**src/rtl/rx_ordered_set.sv**
```systemverilog
// 1000BASE-X PCS receive: 8b/10b decode, /S/../T/R/ frame delimiting, GMII-style RXD/RX_DV/RX_ER.
// Define RX_STATS_EN to add saturating frame and errored-frame counters.
module rx_ordered_set #(
    parameter logic [7:0] FC_CODE = 8'h0E
`ifdef RX_STATS_EN
    ,
    parameter int unsigned CNT_W = 16
`endif
) (
    input  logic       clk,
    input  logic       reset,
    input  logic       sync_status,
    input  logic [9:0] rx_code_group,
    output logic [7:0] RXD,
    output logic       RX_DV,
    output logic       RX_ER,
    output logic       receiving,
    output logic       rx_even
`ifdef RX_STATS_EN
    ,
    output logic [CNT_W-1:0] rx_pkt_count,
    output logic [CNT_W-1:0] rx_err_count
`endif
);

    localparam logic [7:0] K28_5_08B = 8'hBC;
    localparam logic [7:0] S_08B     = 8'hFB;
    localparam logic [7:0] T_08B     = 8'hFD;
    localparam logic [7:0] R_08B     = 8'hF7;
    localparam logic [7:0] V_08B     = 8'hFE;

    typedef struct packed {
        logic       valid;
        logic       k;
        logic [7:0] data;
    } cg_t;

    typedef enum logic [7:0] {
        LINK_FAILED     = 8'b0000_0001,
        WAIT_FOR_K      = 8'b0000_0010,
        RX_K            = 8'b0000_0100,
        IDLE_D          = 8'b0000_1000,
        FALSE_CARRIER   = 8'b0001_0000,
        START_OF_PACKET = 8'b0010_0000,
        RECEIVE         = 8'b0100_0000,
        TRI_RRI         = 8'b1000_0000
    } state_t;

    // Code-group bit 9 is 'a', bit 0 is 'j'. Returns {ok, EDCBA}.
    function automatic logic [5:0] dec6(input logic [5:0] c);
        case (c)
            6'b100111, 6'b011000: return {1'b1, 5'd0};
            6'b011101, 6'b100010: return {1'b1, 5'd1};
            6'b101101, 6'b010010: return {1'b1, 5'd2};
            6'b110001:            return {1'b1, 5'd3};
            6'b110101, 6'b001010: return {1'b1, 5'd4};
            6'b101001:            return {1'b1, 5'd5};
            6'b011001:            return {1'b1, 5'd6};
            6'b111000, 6'b000111: return {1'b1, 5'd7};
            6'b111001, 6'b000110: return {1'b1, 5'd8};
            6'b100101:            return {1'b1, 5'd9};
            6'b010101:            return {1'b1, 5'd10};
            6'b110100:            return {1'b1, 5'd11};
            6'b001101:            return {1'b1, 5'd12};
            6'b101100:            return {1'b1, 5'd13};
            6'b011100:            return {1'b1, 5'd14};
            6'b010111, 6'b101000: return {1'b1, 5'd15};
            6'b011011, 6'b100100: return {1'b1, 5'd16};
            6'b100011:            return {1'b1, 5'd17};
            6'b010011:            return {1'b1, 5'd18};
            6'b110010:            return {1'b1, 5'd19};
            6'b001011:            return {1'b1, 5'd20};
            6'b101010:            return {1'b1, 5'd21};
            6'b011010:            return {1'b1, 5'd22};
            6'b111010, 6'b000101: return {1'b1, 5'd23};
            6'b110011, 6'b001100: return {1'b1, 5'd24};
            6'b100110:            return {1'b1, 5'd25};
            6'b010110:            return {1'b1, 5'd26};
            6'b110110, 6'b001001: return {1'b1, 5'd27};
            6'b001110:            return {1'b1, 5'd28};
            6'b101110, 6'b010001: return {1'b1, 5'd29};
            6'b011110, 6'b100001: return {1'b1, 5'd30};
            6'b101011, 6'b010100: return {1'b1, 5'd31};
            default:              return 6'd0;
        endcase
    endfunction

    // Returns {ok, HGF}; both alternate D.x.7 encodings are accepted since disparity is unchecked.
    function automatic logic [3:0] dec4(input logic [3:0] c);
        case (c)
            4'b1011, 4'b0100:                   return {1'b1, 3'd0};
            4'b1001:                            return {1'b1, 3'd1};
            4'b0101:                            return {1'b1, 3'd2};
            4'b1100, 4'b0011:                   return {1'b1, 3'd3};
            4'b1101, 4'b0010:                   return {1'b1, 3'd4};
            4'b1010:                            return {1'b1, 3'd5};
            4'b0110:                            return {1'b1, 3'd6};
            4'b1110, 4'b0001, 4'b0111, 4'b1000: return {1'b1, 3'd7};
            default:                            return 4'd0;
        endcase
    endfunction

    function automatic logic is_k(input cg_t c, input logic [7:0] b);
        return c.valid && c.k && (c.data == b);
    endfunction

    logic [5:0] d6;
    logic [3:0] d4;
    cg_t        dec;

    assign d6 = dec6(rx_code_group[9:4]);
    assign d4 = dec4(rx_code_group[3:0]);

    // NOTE: dec gets a full default before the case so no path leaves it unassigned (no latch).
    always_comb begin
        dec = '0;
        case (rx_code_group)
            10'h0FA, 10'h305: dec = '{valid: 1'b1, k: 1'b1, data: K28_5_08B};
            10'h368, 10'h097: dec = '{valid: 1'b1, k: 1'b1, data: S_08B};
            10'h2E8, 10'h117: dec = '{valid: 1'b1, k: 1'b1, data: T_08B};
            10'h3A8, 10'h057: dec = '{valid: 1'b1, k: 1'b1, data: R_08B};
            10'h1E8, 10'h217: dec = '{valid: 1'b1, k: 1'b1, data: V_08B};
            default: begin
                if (d6[5] && d4[3]) dec = '{valid: 1'b1, k: 1'b0, data: {d4[2:0], d6[4:0]}};
            end
        endcase
    end

    cg_t sr0_q, sr1_q, sr2_q;

    // NOTE: the pipeline is reset to invalid so stale entries can never look like K28.5 or /T/R/.
    // NOTE: non-blocking assignments let sr0->sr1->sr2 shift as one register stage each.
    always_ff @(posedge clk or posedge reset) begin
        if (reset) begin
            sr0_q <= '0;
            sr1_q <= '0;
            sr2_q <= '0;
        end else begin
            sr0_q <= dec;
            sr1_q <= sr0_q;
            sr2_q <= sr1_q;
        end
    end

    logic cur_k285, cur_s, cur_data, cur_idle_d, check_end;

    assign cur_k285   = is_k(sr2_q, K28_5_08B);
    assign cur_s      = is_k(sr2_q, S_08B);
    assign cur_data   = sr2_q.valid && !sr2_q.k;
    assign cur_idle_d = cur_data && (sr2_q.data == 8'hC5 || sr2_q.data == 8'h50);
    assign check_end  = is_k(sr2_q, T_08B) && is_k(sr1_q, R_08B) && is_k(sr0_q, K28_5_08B);

    state_t     state_q;
    logic [7:0] rxd_q;
    logic       dv_q, er_q, recv_q, even_q;

    always_ff @(posedge clk or posedge reset) begin
        if (reset) begin
            state_q <= LINK_FAILED;
            rxd_q   <= 8'h00;
            dv_q    <= 1'b0;
            er_q    <= 1'b0;
            recv_q  <= 1'b0;
            even_q  <= 1'b0;
        end else if (!sync_status) begin
            state_q <= LINK_FAILED;
            dv_q    <= 1'b0;
            er_q    <= 1'b0;
            recv_q  <= 1'b0;
            even_q  <= ~even_q;
        end else begin
            dv_q   <= 1'b0;
            er_q   <= 1'b0;
            recv_q <= 1'b0;
            if (cur_k285 && (state_q inside {WAIT_FOR_K, IDLE_D, TRI_RRI, FALSE_CARRIER}))
                even_q <= 1'b1;
            else
                even_q <= ~even_q;
            case (state_q)
                LINK_FAILED: state_q <= WAIT_FOR_K;
                WAIT_FOR_K:  if (cur_k285) state_q <= RX_K;
                RX_K:        state_q <= cur_idle_d ? IDLE_D : WAIT_FOR_K;
                IDLE_D: begin
                    if (cur_k285) begin
                        state_q <= RX_K;
                    end else if (cur_s) begin
                        state_q <= START_OF_PACKET;
                        rxd_q   <= 8'h55;
                        dv_q    <= 1'b1;
                        recv_q  <= 1'b1;
                    end else begin
                        state_q <= FALSE_CARRIER;
                        rxd_q   <= FC_CODE;
                        er_q    <= 1'b1;
                    end
                end
                FALSE_CARRIER: begin
                    if (cur_k285) begin
                        state_q <= RX_K;
                    end else begin
                        rxd_q <= FC_CODE;
                        er_q  <= 1'b1;
                    end
                end
                START_OF_PACKET, RECEIVE: begin
                    if (check_end) begin
                        state_q <= TRI_RRI;
                    end else if (cur_k285) begin
                        state_q <= RX_K;
                        er_q    <= 1'b1;
                    end else begin
                        state_q <= RECEIVE;
                        rxd_q   <= sr2_q.data;
                        dv_q    <= 1'b1;
                        recv_q  <= 1'b1;
                        er_q    <= !cur_data;
                    end
                end
                TRI_RRI:     if (cur_k285) state_q <= RX_K;
                default:     state_q <= LINK_FAILED;
            endcase
        end
    end

    assign RXD       = rxd_q;
    assign RX_DV     = dv_q;
    assign RX_ER     = er_q;
    assign receiving = recv_q;
    assign rx_even   = even_q;

`ifdef RX_STATS_EN
    logic             in_frame, sop_entry, tri_entry, early_end, frame_err;
    logic             err_seen_q;
    logic [CNT_W-1:0] pkt_cnt_q, err_cnt_q;

    assign in_frame  = sync_status && (state_q == START_OF_PACKET || state_q == RECEIVE);
    assign sop_entry = sync_status && (state_q == IDLE_D) && cur_s;
    assign tri_entry = in_frame && check_end;
    assign early_end = in_frame && !check_end && cur_k285;
    assign frame_err = in_frame && !check_end && !cur_k285 && !cur_data;

    // An early end asserts RX_ER itself, so it always marks the frame as errored.
    always_ff @(posedge clk or posedge reset) begin
        if (reset) begin
            err_seen_q <= 1'b0;
            pkt_cnt_q  <= '0;
            err_cnt_q  <= '0;
        end else begin
            if (sop_entry)      err_seen_q <= 1'b0;
            else if (frame_err) err_seen_q <= 1'b1;
            if (tri_entry && pkt_cnt_q != '1)
                pkt_cnt_q <= pkt_cnt_q + CNT_W'(1);
            if (((tri_entry && err_seen_q) || early_end) && err_cnt_q != '1)
                err_cnt_q <= err_cnt_q + CNT_W'(1);
        end
    end

    assign rx_pkt_count = pkt_cnt_q;
    assign rx_err_count = err_cnt_q;
`endif

endmodule

```
**config.mk**
```make
export PLATFORM = sky130hd
export DESIGN_NAME = rx_ordered_set
export DESIGN_NICKNAME = d
export VERILOG_FILES = /design/src/rtl/rx_ordered_set.sv
export SDC_FILE = /design/constraint.sdc
export NUM_CORES = 1
export LEC_CHECK = 0
export CORE_ASPECT_RATIO = 1.1
export CORE_MARGIN = 4
export CORE_UTILIZATION = 55
export DETAILED_ROUTE_END_ITERATION = 12
export PLACE_DENSITY = 0.82
export SETUP_SLACK_MARGIN = 0.1
export SLEW_MARGIN = 20
export SYNTH_ARGS = -nofsm -noshare
export SYNTH_HDL_FRONTEND = slang
export SYNTH_SLANG_ARGS = --single-unit
```
**constraint.sdc**
```tcl
create_clock -name clk -period 3.82 [get_ports clk]
set_input_delay 0.382 -clock clk [delete_from_list [all_inputs] [get_ports clk]]
set_output_delay 0.382 -clock clk [all_outputs]
set_load 0.005 [all_outputs]
```
Word-level counts from Yosys, hierarchy flattened --
Memories as Yosys holds them, arrays and structs flattened. Index checks and enable logic that the tools add are counted.
Storage, ports and cells: ROM bits 448, bits in writable memories 0, latch bits 0, bits in registers 49, memories 2, bits of input ports 13, output and inout port bits 12
Memory list:
- (no name shown) | depth 64, bits a word 6, rd ports 1, clocked after Yosys merged registers in 0, wr ports 0, RTL line 51 | case (c)
- (no name shown) | depth 16, bits a word 4, rd ports 1, clocked after Yosys merged registers in 0, wr ports 0, RTL line 90 | case (c)
Cells by class: reduce and logical (&&, ||, !) cells 27, shifts and indexed selects 0, $lt $le $gt $ge 0, multiply operators 0, muxes and demuxes 30, equality and inequality tests 30, bitwise operators 1, add/sub/neg operators 0, div/mod/pow operators 0
Operators by type and width (count):
- $eq 8x8->1 const B | 7
- $mux 8 | 7
- $eq 10x10->1 const B | 5
- $pmux 10 s5 | 1
- $pmux 8 s5 | 1
- $pmux 8 s3 | 1
- $eq 10x8->1 const B | 2
- $eq 10x9->1 const B | 2
- $eq 8x7->1 const B | 2
- $logic_and 1x1->1 | 14
- $mux 7 | 2
- $mux 1 | 12
- $mux 6 | 2
- $reduce_or 2->1 | 6
- $eq 10x7->1 const B | 1
- $mux 10 | 1
- $eq 8x1->1 const B | 1
- $eq 8x2->1 const B | 1
- $eq 8x3->1 const B | 1
- $eq 8x4->1 const B | 1
- $eq 8x5->1 const B | 1
- $eq 8x6->1 const B | 1
- $ne 2x2->1 const B | 4
- $reduce_and 6->1 | 1
- other kinds (10) | 11

Depth between registers and ports, before layout --
Gate-level depths: netlist of the first run.
depth after elaboration 7, depth in mapped cells 10

Worst setup path after synthesis of the first run --
No wires, ideal clock.
kind register to register, from reg sr0_q[0] in the netlist's numbering, to reg rxd_q[1], in the netlist RXD[1], path slack 1.754 ns, data required time 3.695 ns, stages on the path, launching flop included 7, arrival time 1.941 ns, cells stage by stage dfrtp_1 -> nand4bb_1 -> or4_4 -> nor4_4 -> nand2_2 -> nand3_4 -> mux2_4
Between the ends: longest elaborated chain between the ends 5
RTL lines:
- start, declared | RTL line 129 | cg_t sr0_q, sr1_q, sr2_q;
- start signal, assigned | RTL line 135 | sr0_q <= '0;
- start signal, assigned | RTL line 139 | sr0_q <= dec;
- $eq 8x8->1 | RTL line 104 | return c.valid && c.k && (c.data == b);
- $logic_and 1x1->1 | RTL line 104
- $logic_and 1x1->1 | RTL line 151 | assign check_end = is_k(sr2_q, T_08B) && is_k(sr1_q, R_08B) && is_k(sr0_q, K28_5_08B);
- $ne 2x2->1 (no source line)
- $reduce_and 6->1 (no source line)
- end signal, assigned | RTL line 213 | rxd_q <= sr2_q.data;
- end, declared | RTL line 154 | logic [7:0] rxd_q;
Every way passes these cells. A chain may end at the register's enable or synchronous reset.

==> results by stage, run 1 <==
Run status:
- The flow ran to the end, and the final reports show no timing, DRC or antenna violations.

Die:
- The number of placement rows is 27.
- In this run the vertical extent of the chip is around 85 microns.
- The area of the core region is 0.00510 sq mm.
- The floorplan step defined a die boundary enclosing ~0.0066 sq mm.
- In this run the count of I/O pins placed on the die edge is 25.
- The initial standard-cell utilization of the core is 0.581.
- The die span in x is slightly below 80 microns.

STA:
- The number of pins exceeding their max-slew limit in the final report is 0.
- The number of setup violations in the final report is 0.
- The actual transition at the worst max-transition pin is 0.779 ns.
- Final hold analysis gives a worst-case slack of between 0.3 and 0.4 ns.
- The worst-case headroom to the max-slew limit is 0.480.
- Setup repair after global routing left no endpoint under its margin.
- The highest attainable clock frequency is between 300 and 400 MHz.
- The count of endpoints failing hold in the final timing report is 0.
- The final critical-path share of the clock period is 0.695.
- The clock arrives with approximately 0.0046 ns of skew.
- The minimum period implied by the final worst setup slack is roughly 2.7 ns.
- For the final routed database, the setup TNS stands at 0 ns.

Power and ir drop:
- Cell internal power was estimated by the tool at 760 uW.
- The power share of the combinational group is 0.164.
- The power per cell area is roughly 310 mW/mm^2.
- The static power due to leakage is 1.55 nW.
- Of the total power, the clock network draws 0.267.
- The switching part of the total is 0.275.
- Summed over all nets, the switching power comes to 289 uW.
- The highest ir drop seen on vdd is 0.167 mV.
- Of the total power, registers draw 0.568.

Logic synthesis:
- The post-synthesis area per instance is 9.35 sq um.
- The async set-reset flop share out of synthesis is 1.00.
- Among all flip-flop cells after synthesis, the most frequent one is sky130_fd_sc_hd__dfrtp_1.
- The post-synth net total is 346.
- Counting flops and latches in the post-synthesis netlist gives between 40 and 50.
- Yosys mapped a number of flops with a built-in enable equal to 0.
- The netlist uses between 60 and 70 different library cells.
- The mapped cell area is approximately 0.0030 sq mm.
- The sequential cell area fraction in the yosys report is 0.414.
- Counting every instance in the synthesized netlist gives 317.
- During synthesis, Yosys emitted a total of 0 warnings.

Clock network:
- CTS built an H-tree with a depth of 2.
- The clock net in this run drives a total of 49 sinks.
- The post-cts repair resize count is 0.
- For this design, the CTS-stage hold fixing added 0 buffers.
- In this run the deepest clock path goes through 2 buffers.
- The number of buffers inserted by post-CTS setup repair is 0.
- After clock tree synthesis, the clock-pin slew on the worst setup and hold paths is 0.08 ns.
- The clock insertion delay at the later pin of the skew report is 0.29 ns.
- The clock tree from TritonCTS is done.
- The number of CTS-inserted buffers is 5.
- The library cell used as clock root buffer is sky130_fd_sc_hd__clkbuf_8.

GRT:
- The number of global-route vias before repair came to 2342.
- The pin count of the biggest net entering global routing is 50.
- The global-route usage over all layers is 0.193.
- The global-route wire length before repair is around 10000 microns.
- The number of antenna violations at the first check in global routing was 0.
- For this run the aggregate overflow at the end of global routing stands at 0.

Drt:
- The pre-antenna-repair detailed-routing pass consisted of 4 iterations.
- The first routing iteration left about 220 violations.
- The per-cell via count in the routed design is 6.01.
- The number of nets with antenna violations after detailed routing is 0.
- The final routed wirelength across all metal layers is between 6000 and 7000 microns.
- The post-route DRC violation count is 0.
- Dividing the detail-routed wire length by the instance count gives around 15 microns.
- The via count is 2457.

Worst setup path:
- The critical path in this run is classified as in2reg.
- Along the worst path, the maximum fanout reaches 8.
- The critical path endpoint category is a flop.
- The kind of launch point of the worst setup path is an input port.
- The cell count of the worst reg-to-reg path is 6.
- The critical path arrival is around 2.9 ns.
- The endpoint required time on the critical path is 4.01 ns.

Cells and area:
- 0 antenna diodes ended up in the layout.
- The final net count is about 370.
- The leading cell type in the layout, fill and taps excluded is sky130_fd_sc_hd__dfrtp_1.
- In the layout the commonest cells are sky130_fd_sc_hd__dfrtp_1, sky130_fd_sc_hd__nor2_1, sky130_fd_sc_hd__nand2_1, sky130_fd_sc_hd__clkdlybuf4s50_1, sky130_fd_sc_hd__a21oi_1.
- The share of post-route cells with drive strength above 1 is 0.0831.
- The area added between synthesis and finish is 12.5%.

Place:
- The congestion estimate from routability-driven global placement came to 1.01.
- The HPWL after detailed placement is 4640 microns.
- Port buffering added 24 buffers.

Min path:
- The worst hold path class is reg2reg.
- The worst hold path was traced through 0 stages.

Flow run:
- The tool flagged a number of max-cap violations equal to 0.
[power by group through the flow]
stage	Combinational [mW]	Clock, mW	Sequential [mW]
after floorplan	0.124	0	0.594
after global placement	0.167	0	0.604
after detailed placement	0.170	0	0.605
after CTS	0.170	0.293	0.595
after global routing	0.192	0.318	0.601
final	0.172	0.280	0.596
[layout make-up]
cell class,count,area (sq um)
clock buffers,6,72.6
fillers,408,1770
repair buffers,27,263
flip-flops and latches,49,1230
multi-input cells,235,1600
well taps,72,90.1
inverters,18,68.8
clock inverters,2,10.0
[cell usage after synthesis (all sizes together) (2+ instances only)]
cell type | number | area share
o21a | 2 | 0.0051
ha | 16 | 0.068
a22o | 3 | 0.0089
xnor2 | 2 | 0.0059
nor4 | 4 | 0.014
and3 | 2 | 0.0042
nand4b | 6 | 0.023
xor2 | 2 | 0.0059
nand4 | 5 | 0.011
o31ai | 2 | 0.0051
nor2 | 32 | 0.041
a21oi | 18 | 0.030
a2111oi | 2 | 0.0059
and4b | 2 | 0.0068
nor3b | 2 | 0.0051
a31oi | 5 | 0.011
inv | 17 | 0.022
o21ai | 17 | 0.029
dfrtp | 48 | 0.41
or2 | 2 | 0.0042
a221oi | 2 | 0.0059
nand3 | 7 | 0.016
clkbuf | 8 | 0.010
mux2i | 8 | 0.027
mux2 | 5 | 0.023
or3 | 2 | 0.0042
buf | 7 | 0.012
nor3 | 8 | 0.015
a22oi | 2 | 0.0051
a21o | 2 | 0.0051
nand2b | 5 | 0.011
or4 | 3 | 0.010
and2 | 4 | 0.0084
o211ai | 2 | 0.0051
o22ai | 5 | 0.011
nor2b | 9 | 0.019
o311ai | 3 | 0.0089
nand2 | 28 | 0.036
[worst max-delay path: stages]
cell	delay, ns
sky130_fd_sc_hd__clkdlybuf4s50_1	0.63
sky130_fd_sc_hd__inv_1	0.17
sky130_fd_sc_hd__ha_1	0.33
sky130_fd_sc_hd__nand4b_1	0.19
sky130_fd_sc_hd__nor2_1	0.10
sky130_fd_sc_hd__a22oi_1	0.21
sky130_fd_sc_hd__o311a_1	0.29
sky130_fd_sc_hd__and2_1	0.23
sky130_fd_sc_hd__inv_2	0.05
sky130_fd_sc_hd__o311ai_1	0.26
[metal layers]
metal	routed length [microns]	GRT usage
met1	2330	0.210
met2	3350	0.367
met3	305	0.0287
met4	175	0.0843
met5	0	0
[sequential cells by signal, indices dropped and copies added, names as in the netlist]
register / count
sr0_q: 10
sr2_q: 10
sr1_q: 10
state_q: 8
receiving: 1
RXD: 8
rx_even: 1
RX_ER: 1
[per-stage QoR]
step           instance area [sq um]  utilization  total power, mW  std cells  setup WS (ns)
6_report                        3330        0.653             1.05        409           1.17
5_1_grt                         3330        0.653             1.11        409          0.992
4_1_cts                         3330        0.653             1.06        409           1.19
3_5_place_dp                    3250        0.637            0.775        401          0.883
3_3_place_gp                    3250        0.637            0.771        401           1.02
2_1_floorplan                   2960            -            0.718        317           1.75
[logic make-up after synthesis]
logic type | Yosys count | synth area share
compound gates | 76 | 0.168
xor+xnor | 4 | 0.0118
flops | 49 | 0.414
fa+ha+maj | 17 | 0.0709
simple gates | 125 | 0.240
mux | 13 | 0.0498
buf+inv | 33 | 0.0452
[final timing paths]
path / startpoint / slack, ns / end
setup / recovery: rx_code_group[4] / 1.17 / sr0_q[6]
hold / removal: sr0_q[6] / 0.37 / sr1_q[6]
setup reg to reg: sr0_q[0] / 1.61 / RXD[2]
hold reg to reg: sr0_q[6] / 0.37 / sr1_q[6]
max in group asynchronous: reset / 2.83 / sr2_q[3]
min in group asynchronous: reset / 0.52 / state_q[2]
No activity file was read; power rests on OpenSTA's default activity.
==> run 2, diff against run 1 <==
clock period = 2.5 ns   (was 3.82 ns; I/O delays follow)
==> results by stage, run 2 (synthesis results as in run 1) <==
Run status:
- The run finished with clean final reports.

STA:
- The final sum of negative setup slack came to 0 ns (unchanged).
- The worst-case headroom to the max-slew limit is 0.601 (+0.122).
- Timing would allow up to between 400 and 500 MHz.
- The actual transition at the worst max-transition pin was 0.592 ns (-0.187 ns).
- The final hold slack is 0.369 ns (-0.000653 ns).
- The number of pins exceeding their max-slew limit in the final report is 0 (unchanged).
- The final critical-path share of the clock period is 0.875.
- The minimum period implied by the final worst setup slack is between 2 and 2.5 ns.
- Setup repair after global routing left no endpoint under its margin.
- The count of endpoints failing hold in the final timing report is 0 (unchanged).
- The number of setup violations in the final report is 0 (unchanged).
- The worst-case clock skew is 0.0105 ns (+0.00586 ns).

Worst setup path:
- The setup path with the least slack is of type reg2reg.
- The critical path endpoint category is a flop.
- The critical path arrival is 2.38 ns (-0.47 ns).
- The setup slack of the most critical reg-to-reg path is 0.31 ns (-1.30 ns).
- The maximum fanout encountered on the critical timing path came to 8 (unchanged).
- The endpoint required time on the critical path is 2.69 ns (-1.32 ns).
- The kind of launch point of the worst setup path is a flop.
- The most critical setup path has its startpoint at sr0_q[0].
- Following the worst setup path forward leads to its endpoint at RXD[2].
- The capturing point of the worst reg2reg path is RXD[2].
- In this run the critical register-to-register path is launched from sr0_q[0].
- The cell count of the worst reg-to-reg path is 6 (unchanged).

Die:
- The floorplan die height is 85.0 microns (unchanged).
- The total die area is 0.00663 sq mm (unchanged).
- The number of placement rows came to 27 (unchanged).
- The area of the core region is 0.00510 sq mm (unchanged).
- The number of top-level design ports is 25 (unchanged).
- The die span in x came to 78.0 microns (unchanged).
- The initial standard-cell utilization of the core is 0.581 (unchanged).

GRT:
- The number of global-route vias before repair is 2373 (+1.3%).
- The pin count of the biggest net entering global routing was 50 (unchanged).
- The global-route wire length before repair is 10800 microns (+4.3%).
- The global-route usage over all layers was 0.203 (+0.00965).
- The number of antenna violations at the first check in global routing is 0 (unchanged).
- The remaining global-route overflow was 0 (unchanged).

Cells and area:
- The number of non-filler instances in the completed layout is 429 (+4.9%).
- Leaving out fill and tap cells, the most frequent cells in the layout are sky130_fd_sc_hd__dfrtp_1, sky130_fd_sc_hd__nor2_1, sky130_fd_sc_hd__nand2_1, sky130_fd_sc_hd__clkdlybuf4s50_1, sky130_fd_sc_hd__buf_4.
- The library cell used most frequently in the layout, excluding fill and tap cells, is sky130_fd_sc_hd__dfrtp_1.
- Compared with the post-synthesis result, the final layout area differs by 18.7%.
- The share of post-route cells with drive strength above 1 is 0.137 (+0.0542).
- The number of inserted diodes is 0 (unchanged).
- The final net count was 385 (+5.5%).
- In the final layout, the registers with the most flip-flops are sr0_q: 10 flops, sr1_q: 10 flops, sr2_q: 10 flops.
- The summed area of non-filler cells in the final layout is 0.00352 sq mm (+5.5%).

Drt:
- The post-route DRC violation count was 0 (unchanged).
- The number of nets with antenna violations after detailed routing is 0 (unchanged).
- The via count is 2503 (+1.9%).
- The final routed wirelength across all metal layers is 6450 microns (+4.8%).
- The wire length per cell after detailed routing is 15.0 microns (-0.13%).
- The per-cell via count in the routed design came to 5.83 (-2.9%).
- The length of the first detailed-routing pass in iterations was 4 (unchanged).
- The starting DRC count in detailed routing is 122 (-45%).

Power and ir drop:
- The highest ir drop seen on vdd was 0.220 mV (+31%).
- The static power due to leakage is 1.66 nW (+7.1%).
- The power per cell area is 503 mW/mm^2 (+60%).

Place:
- The half-perimeter wire length after detailed placement is 5020 microns (+8.4%).
- The total placed cells including tap cells is 421 (+5.0%).
- The final weighted congestion of routability-driven global placement came to 0.952 (-6.2%).
- The number of I/O port buffers is 24 (unchanged).
- The placed cell area is 0.00340 sq mm (+4.6%).

Clock network:
- The clock sink count is 49 (unchanged).
- Clock tree synthesis selected as its root buffer the cell sky130_fd_sc_hd__clkbuf_8.
- The clock-pin slew reported for the worst setup and hold paths after clock tree synthesis is 0.10 ns (+0.02 ns).
- The buffer depth of the longest clock path was 2 (unchanged).
- The clock insertion delay at the later pin of the skew report is 0.31 ns (+0.02 ns).
- The number of hold-repair buffers added at the cts stage was 0 (unchanged).
- The number of CTS-inserted buffers is 5 (unchanged).
- The maximum level of the CTS H-tree is 2 (unchanged).
- TritonCTS built the clock tree.

Flow run:
- The max capacitance violation total is 0 (unchanged).

Min path:
- The worst hold path belongs to the class reg2reg.
run 2: cell count changes in the layout (fill, tap and decap cells not counted):
cell / change
sky130_fd_sc_hd__bufinv_16: +1
sky130_fd_sc_hd__inv_6: +2
sky130_fd_sc_hd__clkbuf_1: -1
sky130_fd_sc_hd__a2111oi_1: +1
sky130_fd_sc_hd__a2111oi_0: -1
sky130_fd_sc_hd__clkinv_2: -3
sky130_fd_sc_hd__inv_2: +1
sky130_fd_sc_hd__buf_4: +20
run 2: cell type report:
| cell class | instances | area (sq um) |
|---|---|---|
| clock buffer | 5 | 68.8 |
| inverter | 18 | 67.6 |
| multi-input combinational | 235 | 1600 |
| fill | 410 | 1580 |
| sequential | 49 | 1230 |
| tap | 72 | 90.1 |
| timing repair buffer | 47 | 413 |
| clock inverter | 3 | 47.5 |
run 2: where the power goes:
part | switching [mW] | internal (mW)
Combinational | 0.160 | 0.128
Sequential | 0.0524 | 0.858
Clock | 0.267 | 0.305
run 2: worst min path at each step:
stage	start	end	cells past startpoint
final	sr1_q[0]	sr2_q[0]	0
after global routing	sr0_q[1]	sr1_q[1]	0
after CTS	sr0_q[6]	sr1_q[6]	0
after detailed placement	sr0_q[6]	sr1_q[6]	0
after global placement	sr0_q[0]	sr1_q[0]	0
after floorplan	sr0_q[6]	sr1_q[6]	0
run 2: what timing repair did:
item / CTS / global route
endpoints found under the setup margin: 0 / 1
setup buffers: 0 / 0
gates resized for setup: 0 / 1
run 2: routing by layer:
layer | up-vias | track usage | share of wire
li1 | 1227 | - | -
met1 | 1191 | 0.233 | 0.41
met2 | 69 | 0.373 | 0.52
met3 | 16 | 0.0297 | 0.037
met4 | 0 | 0.0859 | 0.031
met5 | - | 0 | 0
run 2: metrics by stage:
step	utilization	total power [mW]	setup slack (ns)
finish	0.689	1.77	0.313
CTS	0.689	1.78	0.292
global placement	0.666	1.20	0.0913
global route	0.689	1.85	0.122
detailed placement	0.666	1.21	0.0129
floorplan	-	1.10	0.434
run 2: worst max-delay path: stages (launching register included):
cell and delay, ns:
sky130_fd_sc_hd__dfrtp_1 0.38, sky130_fd_sc_hd__nand4bb_1 0.19, sky130_fd_sc_hd__or4_4 0.56, sky130_fd_sc_hd__nor4_4 0.33, sky130_fd_sc_hd__nand2_2 0.12, sky130_fd_sc_hd__nand3_4 0.18
sky130_fd_sc_hd__mux2_4 0.31
